==> config.mk <==
export PLATFORM = sky130hd
export DESIGN_NAME = regfile_wb_arbiter
export DESIGN_NICKNAME = d
export VERILOG_FILES = /design/src/rtl/regfile_pkg.sv /design/src/rtl/wb_hold_slot.sv /design/src/rtl/regfile_wb_arbiter.sv
export SDC_FILE = /design/constraint.sdc
export NUM_CORES = 1
export LEC_CHECK = 0
export CAP_MARGIN = 25
export CORE_MARGIN = 4
export CORE_UTILIZATION = 46
export CTS_CLUSTER_DIAMETER = 60
export DETAILED_ROUTE_END_ITERATION = 8
export PLACE_DENSITY = 0.79
export SLEW_MARGIN = 15
export SYNTH_ARGS = -nofsm -noshare
export SYNTH_HDL_FRONTEND = slang
export SYNTH_SLANG_ARGS = --single-unit
==> constraint.sdc <==
create_clock -name clk -period 1.7 [get_ports clk]
set_input_delay 0.34 -clock clk [delete_from_list [all_inputs] [get_ports clk]]
set_output_delay 0.34 -clock clk [all_outputs]
set_load 0.005 [all_outputs]
==> src/rtl/regfile_pkg.sv <==
// Shared constants and request type for the register-file writeback arbiter.
package regfile_pkg;

  localparam int DATA_W = 32;
  localparam int ADDR_W = 5;

  localparam logic [ADDR_W-1:0] REG_ZERO = 5'd0;

  typedef struct packed {
    logic [ADDR_W-1:0] wreg;
    logic [DATA_W-1:0] data;
  } wb_req_t;

endpackage

==> src/rtl/wb_hold_slot.sv <==
// One-entry writeback hold. Accepted writes to r0 complete but are never stored.
module wb_hold_slot #(
  parameter int DATA_W = regfile_pkg::DATA_W,
  parameter int ADDR_W = regfile_pkg::ADDR_W
) (
  input  logic              clk,
  input  logic              rst,
  input  logic              accept,
  input  logic              drain,
  input  logic [ADDR_W-1:0] in_reg,
  input  logic [DATA_W-1:0] in_data,
  output logic              valid,
  output logic [ADDR_W-1:0] out_reg,
  output logic [DATA_W-1:0] out_data
);
  import regfile_pkg::*;

  logic              valid_reg;
  logic [ADDR_W-1:0] reg_reg;
  logic [DATA_W-1:0] data_reg;
  logic              load;

  assign load = accept && (in_reg != ADDR_W'(REG_ZERO));

  // A refill on the same edge as a drain takes precedence, keeping one write per cycle.
  always_ff @(posedge clk) begin
    if (rst) begin
      valid_reg <= 1'b0;
      reg_reg   <= '0;
      data_reg  <= '0;
    end else if (load) begin
      valid_reg <= 1'b1;
      reg_reg   <= in_reg;
      data_reg  <= in_data;
    end else if (drain) begin
      valid_reg <= 1'b0;
    end
  end

  assign valid    = valid_reg;
  assign out_reg  = reg_reg;
  assign out_data = data_reg;

endmodule

==> src/rtl/regfile_wb_arbiter.sv <==
// Arbitrates ALU (A) and load (B) writebacks onto the single register-file write port.
// Define WB_ARB_RR_EN for round-robin on different-register conflicts instead of A priority + starvation guard.
module regfile_wb_arbiter #(
  parameter int DATA_W       = regfile_pkg::DATA_W,
  parameter int ADDR_W       = regfile_pkg::ADDR_W,
  parameter int STARVE_LIMIT = 4
) (
  input  logic              clk,
  input  logic              rst,
  input  logic              a_valid,
  output logic              a_ready,
  input  logic [ADDR_W-1:0] a_reg,
  input  logic [DATA_W-1:0] a_data,
  input  logic              b_valid,
  output logic              b_ready,
  input  logic [ADDR_W-1:0] b_reg,
  input  logic [DATA_W-1:0] b_data,
  output logic              o_wen,
  output logic [ADDR_W-1:0] o_wreg,
  output logic [DATA_W-1:0] o_wdata,
  output logic              o_pending
);
  import regfile_pkg::*;

  logic              a_held, b_held;
  logic [ADDR_W-1:0] a_hreg, b_hreg;
  logic [DATA_W-1:0] a_hdata, b_hdata;
  logic              grant_a, grant_b;
  logic              a_acc, b_acc, a_new, b_new, a_keep, b_keep;
  logic              b_older_reg, b_older_next;
  logic              wen_reg;
  logic [ADDR_W-1:0] wreg_reg;
  logic [DATA_W-1:0] wdata_reg;

`ifdef WB_ARB_RR_EN
  logic last_b_reg;
`else
  logic [3:0] starve_cnt_reg;
`endif

  assign a_ready = !a_held || grant_a;
  assign b_ready = !b_held || grant_b;
  assign a_acc   = a_valid && a_ready;
  assign b_acc   = b_valid && b_ready;
  assign a_new   = a_acc && (a_reg != ADDR_W'(REG_ZERO));
  assign b_new   = b_acc && (b_reg != ADDR_W'(REG_ZERO));
  assign a_keep  = a_held && !grant_a;
  assign b_keep  = b_held && !grant_b;

  wb_hold_slot #(.DATA_W(DATA_W), .ADDR_W(ADDR_W)) u_hold_a (
    .clk      (clk),
    .rst      (rst),
    .accept   (a_acc),
    .drain    (grant_a),
    .in_reg   (a_reg),
    .in_data  (a_data),
    .valid    (a_held),
    .out_reg  (a_hreg),
    .out_data (a_hdata)
  );

  wb_hold_slot #(.DATA_W(DATA_W), .ADDR_W(ADDR_W)) u_hold_b (
    .clk      (clk),
    .rst      (rst),
    .accept   (b_acc),
    .drain    (grant_b),
    .in_reg   (b_reg),
    .in_data  (b_data),
    .valid    (b_held),
    .out_reg  (b_hreg),
    .out_data (b_hdata)
  );

  always_comb begin
    grant_a = 1'b0;
    grant_b = 1'b0;
    if (a_held && b_held) begin
      // Same destination: oldest first so the younger value is the one that sticks.
      if (a_hreg == b_hreg) begin
        if (b_older_reg) grant_b = 1'b1;
        else             grant_a = 1'b1;
      end else begin
`ifdef WB_ARB_RR_EN
        if (last_b_reg) grant_a = 1'b1;
        else            grant_b = 1'b1;
`else
        if (starve_cnt_reg == 4'(STARVE_LIMIT)) grant_b = 1'b1;
        else                                    grant_a = 1'b1;
`endif
      end
    end else begin
      grant_a = a_held;
      grant_b = b_held;
    end
  end

  // Age only matters while both holds end up occupied; an entry that stays put is older than a new one.
  always_comb begin
    b_older_next = b_older_reg;
    if (b_keep && a_new)      b_older_next = 1'b1;
    else if (a_keep && b_new) b_older_next = 1'b0;
    else if (a_new && b_new)  b_older_next = 1'b0;
  end

  always_ff @(posedge clk) begin
    if (rst) begin
      b_older_reg <= 1'b0;
      wen_reg     <= 1'b0;
      wreg_reg    <= '0;
      wdata_reg   <= '0;
    end else begin
      b_older_reg <= b_older_next;
      wen_reg     <= grant_a || grant_b;
      if (grant_a) begin
        wreg_reg  <= a_hreg;
        wdata_reg <= a_hdata;
      end else if (grant_b) begin
        wreg_reg  <= b_hreg;
        wdata_reg <= b_hdata;
      end
    end
  end

`ifdef WB_ARB_RR_EN
  // Reset to "B won last" so A takes the first contested cycle.
  always_ff @(posedge clk) begin
    if (rst)          last_b_reg <= 1'b1;
    else if (grant_a) last_b_reg <= 1'b0;
    else if (grant_b) last_b_reg <= 1'b1;
  end
`else
  always_ff @(posedge clk) begin
    if (rst)
      starve_cnt_reg <= '0;
    else if (b_held && !grant_b)
      starve_cnt_reg <= (starve_cnt_reg == 4'(STARVE_LIMIT)) ? starve_cnt_reg : starve_cnt_reg + 4'd1;
    else
      starve_cnt_reg <= '0;
  end
`endif

  assign o_wen     = wen_reg;
  assign o_wreg    = wreg_reg;
  assign o_wdata   = wdata_reg;
  assign o_pending = a_held || b_held || wen_reg;

endmodule

==> report_table.html, run 1 <==
<table>
<tr><th>Metric</th><th>Value</th></tr>
<tr><th colspan="2">Status</th></tr>
<tr><td>Run status</td><td>finished with violations</td></tr>
<tr><td>Violated checks</td><td>negative setup slack</td></tr>
<tr><th colspan="2">Synthesis</th></tr>
<tr><td>YS warnings</td><td>0</td></tr>
<tr><td>Number of standard cells after synthesis</td><td>564</td></tr>
<tr><td>Distinct cell type count of the synthesized netlist</td><td>39</td></tr>
<tr><td>Mapped Nets</td><td>644</td></tr>
<tr><td>Synth area leader</td><td>dfxtp_1</td></tr>
<tr><td>Largest cells by area after synthesis</td><td>dfxtp_1 43%, mux2i_1 13%, nand2b_1 8.0%</td></tr>
<tr><td>Async SR Flop Fraction</td><td>0%</td></tr>
<tr><td>Top cells by instance count after synthesis</td><td>119 x dfxtp_1, 72 x mux2i_1, 71 x nand2b_1</td></tr>
<tr><td>Count of state elements after synthesis</td><td>119</td></tr>
<tr><td>Post-synthesis average cell area</td><td>9.81 um2</td></tr>
<tr><td>Sequential-to-total area share from yosys stat</td><td>43.0%</td></tr>
<tr><td>Library cell with the highest instance count after synthesis</td><td>dfxtp_1</td></tr>
<tr><td>Mapped Area</td><td>5530 um2</td></tr>
<tr><td>Top_reg_cell synth</td><td>dfxtp_1</td></tr>
<tr><td>Yosys top cell area share</td><td>43.0%</td></tr>
<tr><td>Post-synth EDFFs</td><td>0</td></tr>
<tr><th colspan="2">STA</th></tr>
<tr><td>Setup-failing EPs final</td><td>115</td></tr>
<tr><td>Count of pins over their slew limit</td><td>0</td></tr>
<tr><td>Post-Route Setup TNS</td><td>-33.11 ns</td></tr>
<tr><td>Crit path setup slack, layout</td><td>-0.438 ns</td></tr>
<tr><td>Share of the cycle needed by the critical path after routing</td><td>126%</td></tr>
<tr><td>Period minus WS final</td><td>2.14 ns</td></tr>
<tr><td>Achievable clock frequency</td><td>468 MHz</td></tr>
<tr><td>WHS</td><td>0.303 ns</td></tr>
<tr><td>Slew Limit Headroom</td><td>70.8%</td></tr>
<tr><td>Final hold vios</td><td>0</td></tr>
<tr><td>Final setup skew</td><td>0.00690 ns</td></tr>
<tr><td>Worst slew pin tran</td><td>0.438 ns</td></tr>
<tr><td>Setup repair after global routing missed its margin</td><td>yes</td></tr>
<tr><th colspan="2">Setup path</th></tr>
<tr><td>Capture instance of the worst register-to-register path</td><td>u_hold_b.out_data[0]</td></tr>
<tr><td>Worst R2R Path Depth</td><td>10</td></tr>
<tr><td>CP startpoint kind</td><td>flip-flop</td></tr>
<tr><td>Required time at the worst-slack endpoint</td><td>1.36 ns</td></tr>
<tr><td>Highest net fanout along the worst path</td><td>4</td></tr>
<tr><td>Critical Path AT</td><td>1.80 ns</td></tr>
<tr><td>Setup crit end kind</td><td>output pin</td></tr>
<tr><td>Register-to-register setup slack</td><td>-0.39 ns</td></tr>
<tr><td>R2R Path Start</td><td>u_hold_b.out_reg[2]</td></tr>
<tr><td>Setup Crit Path Kind</td><td>flip-flop to output pin</td></tr>
<tr><th colspan="2">Route</th></tr>
<tr><td>Met3 WL</td><td>1040 um</td></tr>
<tr><td>Routed vias/inst</td><td>5.50</td></tr>
<tr><td>Routed vias</td><td>5,014</td></tr>
<tr><td>Drt drc</td><td>0</td></tr>
<tr><td>Met2 Wirelength</td><td>9060 um</td></tr>
<tr><td>Detailed Route WL</td><td>17,600 um</td></tr>
<tr><td>Iteration count of the initial detailed-routing pass</td><td>5</td></tr>
<tr><td>Met1 Wirelength</td><td>6980 um</td></tr>
<tr><td>First-iteration detailed-routing DRC count</td><td>242</td></tr>
<tr><td>Uppermost routed layer</td><td>met4</td></tr>
<tr><td>Detail Route Antenna Nets</td><td>0</td></tr>
<tr><td>Average detailed-routed wire length per instance</td><td>19.3 um</td></tr>
<tr><th colspan="2">Min path</th></tr>
<tr><td>Worst min path class</td><td>input pin to flip-flop</td></tr>
<tr><td>Origin of the worst min-delay path</td><td>rst</td></tr>
<tr><td>Number of instances on the worst hold path</td><td>2</td></tr>
<tr><td>WHS Endpoint</td><td>o_wdata[7]</td></tr>
<tr><th colspan="2">GRT</th></tr>
<tr><td>Number of antenna violations at the first check in global routing</td><td>0</td></tr>
<tr><td>Maximum number of pins on one net before global-route repair</td><td>61</td></tr>
<tr><td>Wire length of the first global-routing pass</td><td>25,400 um</td></tr>
<tr><td>Number of global-route vias before repair</td><td>5,152</td></tr>
<tr><td>GRT Residual Overflow</td><td>0</td></tr>
<tr><td>Global-route usage over all layers</td><td>22.7%</td></tr>
<tr><th colspan="2">Power and ir drop</th></tr>
<tr><td>Reported leakage power</td><td>3.49 nW</td></tr>
<tr><td>Max IR drop VDD</td><td>0.000769 V</td></tr>
<tr><td>Power density normalized to cell area</td><td>898 nW/um2</td></tr>
<tr><td>Post-layout power</td><td>8.04 mW</td></tr>
<tr><th colspan="2">Clocking</th></tr>
<tr><td>TritonCTS buffer count</td><td>17</td></tr>
<tr><td>Worst-path clk slew</td><td>0.05 ns</td></tr>
<tr><td>Root buffer cell</td><td>clkbuf_16</td></tr>
<tr><td>CTS tree</td><td>yes</td></tr>
<tr><td>Clock latency of the later-clocked register in the worst-skew pair</td><td>0.42 ns</td></tr>
<tr><td>Buffers from clock root to sink, at most</td><td>2</td></tr>
<tr><td>CTS Hold Buffers Added</td><td>0</td></tr>
<tr><td>Clock sinks</td><td>119</td></tr>
<tr><td>CTS H-Tree Depth</td><td>4</td></tr>
<tr><th colspan="2">Die</th></tr>
<tr><td>Initial cell density of the core</td><td>47.7%</td></tr>
<tr><td>Top Ports</td><td>119</td></tr>
<tr><td>Core footprint</td><td>11,600 um2</td></tr>
<tr><td>Die X-Extent</td><td>118 um</td></tr>
<tr><td>Die Outline Area</td><td>13,800 um2</td></tr>
<tr><td>Number of core rows</td><td>39</td></tr>
<tr><td>Die H</td><td>118 um</td></tr>
<tr><th colspan="2">Cells and area</th></tr>
<tr><td>Share of post-route cells with drive strength above 1</td><td>34.5%</td></tr>
<tr><td>Final non-filler cell total</td><td>911</td></tr>
<tr><td>Final core area utilization</td><td>77.1%</td></tr>
<tr><td>Number of antenna diodes</td><td>0</td></tr>
<tr><td>Final cell area excluding filler cells</td><td>8950 um2</td></tr>
<tr><td>Layout overhead on the synthesized area</td><td>61.7%</td></tr>
<tr><td>Nets</td><td>836</td></tr>
<tr><th colspan="2">Place</th></tr>
<tr><td>Placed cell count</td><td>841</td></tr>
<tr><td>Post-detail-place hpwl</td><td>9600 um</td></tr>
<tr><td>Final RePlAce weighted congestion</td><td>0.831</td></tr>
<tr><td>Worst setup timing slack at the placement stage</td><td>-0.539 ns</td></tr>
<tr><td>Post-placement cell area</td><td>7290 um2</td></tr>
<tr><td>Port buffer count</td><td>118</td></tr>
<tr><th colspan="2">Run</th></tr>
<tr><td>Max-cap viol count</td><td>0</td></tr>
</table>
## layout by cell type (no fill, tap or decap), types with 3 or more instances in the layout
cell type,synthesis,layout
clkdlybuf4s50_1,0,113
dfxtp_1,119,107
mux2i_1,72,72
nand2b_1,71,71
buf_4,4,50
o21ai_0,40,38
a211oi_2,30,37
or3b_1,37,27
buf_6,10,26
a21oi_1,44,24
clkbuf_16,0,24
nor2_1,45,20
a21oi_2,0,20
nor2_2,0,19
buf_12,0,16
or3b_4,0,10
dfxtp_2,0,9
buf_16,0,7
nor2_4,0,6
clkinv_2,0,6
nand2_1,6,5
clkbuf_8,0,4
or3_4,0,3
nor3_1,4,3
buf_8,0,3
dfxtp_4,0,3
## worst max-delay path by stage
stage | from | end | slack (ns)
5_1_grt | u_hold_b.out_reg[0] | b_ready | -0.50
2_1_floorplan | starve_cnt_reg[0] | u_hold_a.out_data[28] | -0.04
6_report | u_hold_b.out_reg[0] | b_ready | -0.44
3_3_place_gp | a_reg[0] | u_hold_a.out_reg[1] | -0.49
4_1_cts | u_hold_a.out_reg[2] | b_ready | -0.43
3_5_place_dp | a_reg[1] | u_hold_a.out_reg[4] | -0.54
## per-layer routing
metal  track usage, %  up-vias
met5                0        -
met4             11.4        0
met3             7.40       43
met2             39.2      186
met1             25.0     2409
li1                 -     2376
## report_power, final
group          internal, mW  total [mW]  switching (mW)
clock network          2.14        3.40            1.26
logic                 0.909        1.54           0.634
registers              2.98        3.10           0.124
total                  6.02        8.04            2.02
## cell type report
type                       instances  area, um2
fill                             717       2660
timing repair buffer             224       2550
clock inverter                     9       75.1
clock buffer                      22        484
inverter                           3       11.3
multi-input combinational        391       3250
tap                              143        179
sequential                       119       2400
## timing repair
action                     in CTS  in global routing
pin swaps                      22                 35
setup endpoints to repair     115                120
cloned                          8                  9
resized for setup              63                 99
setup buffers                  18                 13
## worst max-delay path: stages (launching register included)
cell and delay (ns):
dfxtp_4 0.36, xor2_4 0.19, nor3_4 0.23, buf_4 0.15
and4b_1 0.24, nor2_2 0.07, buf_2 0.13
## logic make-up (layout without fill, tap and decap cells)
group	after synthesis	count (layout)	share of synthesized area (%)
AND/OR/NAND/NOR	180	180	20.1
AO/OA/AOI/OAI	130	130	16.7
flip-flops	119	119	43.0
multiplexers	72	72	13.0
buffers and inverters	54	258	5.54
XOR/XNOR	7	7	1.11
adder cells (fa/ha/maj)	2	2	0.452
No activity file was read; power rests on OpenSTA's default activity.
==> inputs of run 2 (changes only) <==
--- a/config.mk
+++ b/config.mk
@@ -5,6 +5,7 @@
 export SDC_FILE = /design/constraint.sdc
 export NUM_CORES = 1
 export LEC_CHECK = 0
+export ABC_CLOCK_PERIOD_IN_PS = 1700
 export CAP_MARGIN = 25
 export CORE_MARGIN = 4
 export CORE_UTILIZATION = 46
==> results of run 2 <==
The final DEF is identical to that of run 1; final timing and power are the same.
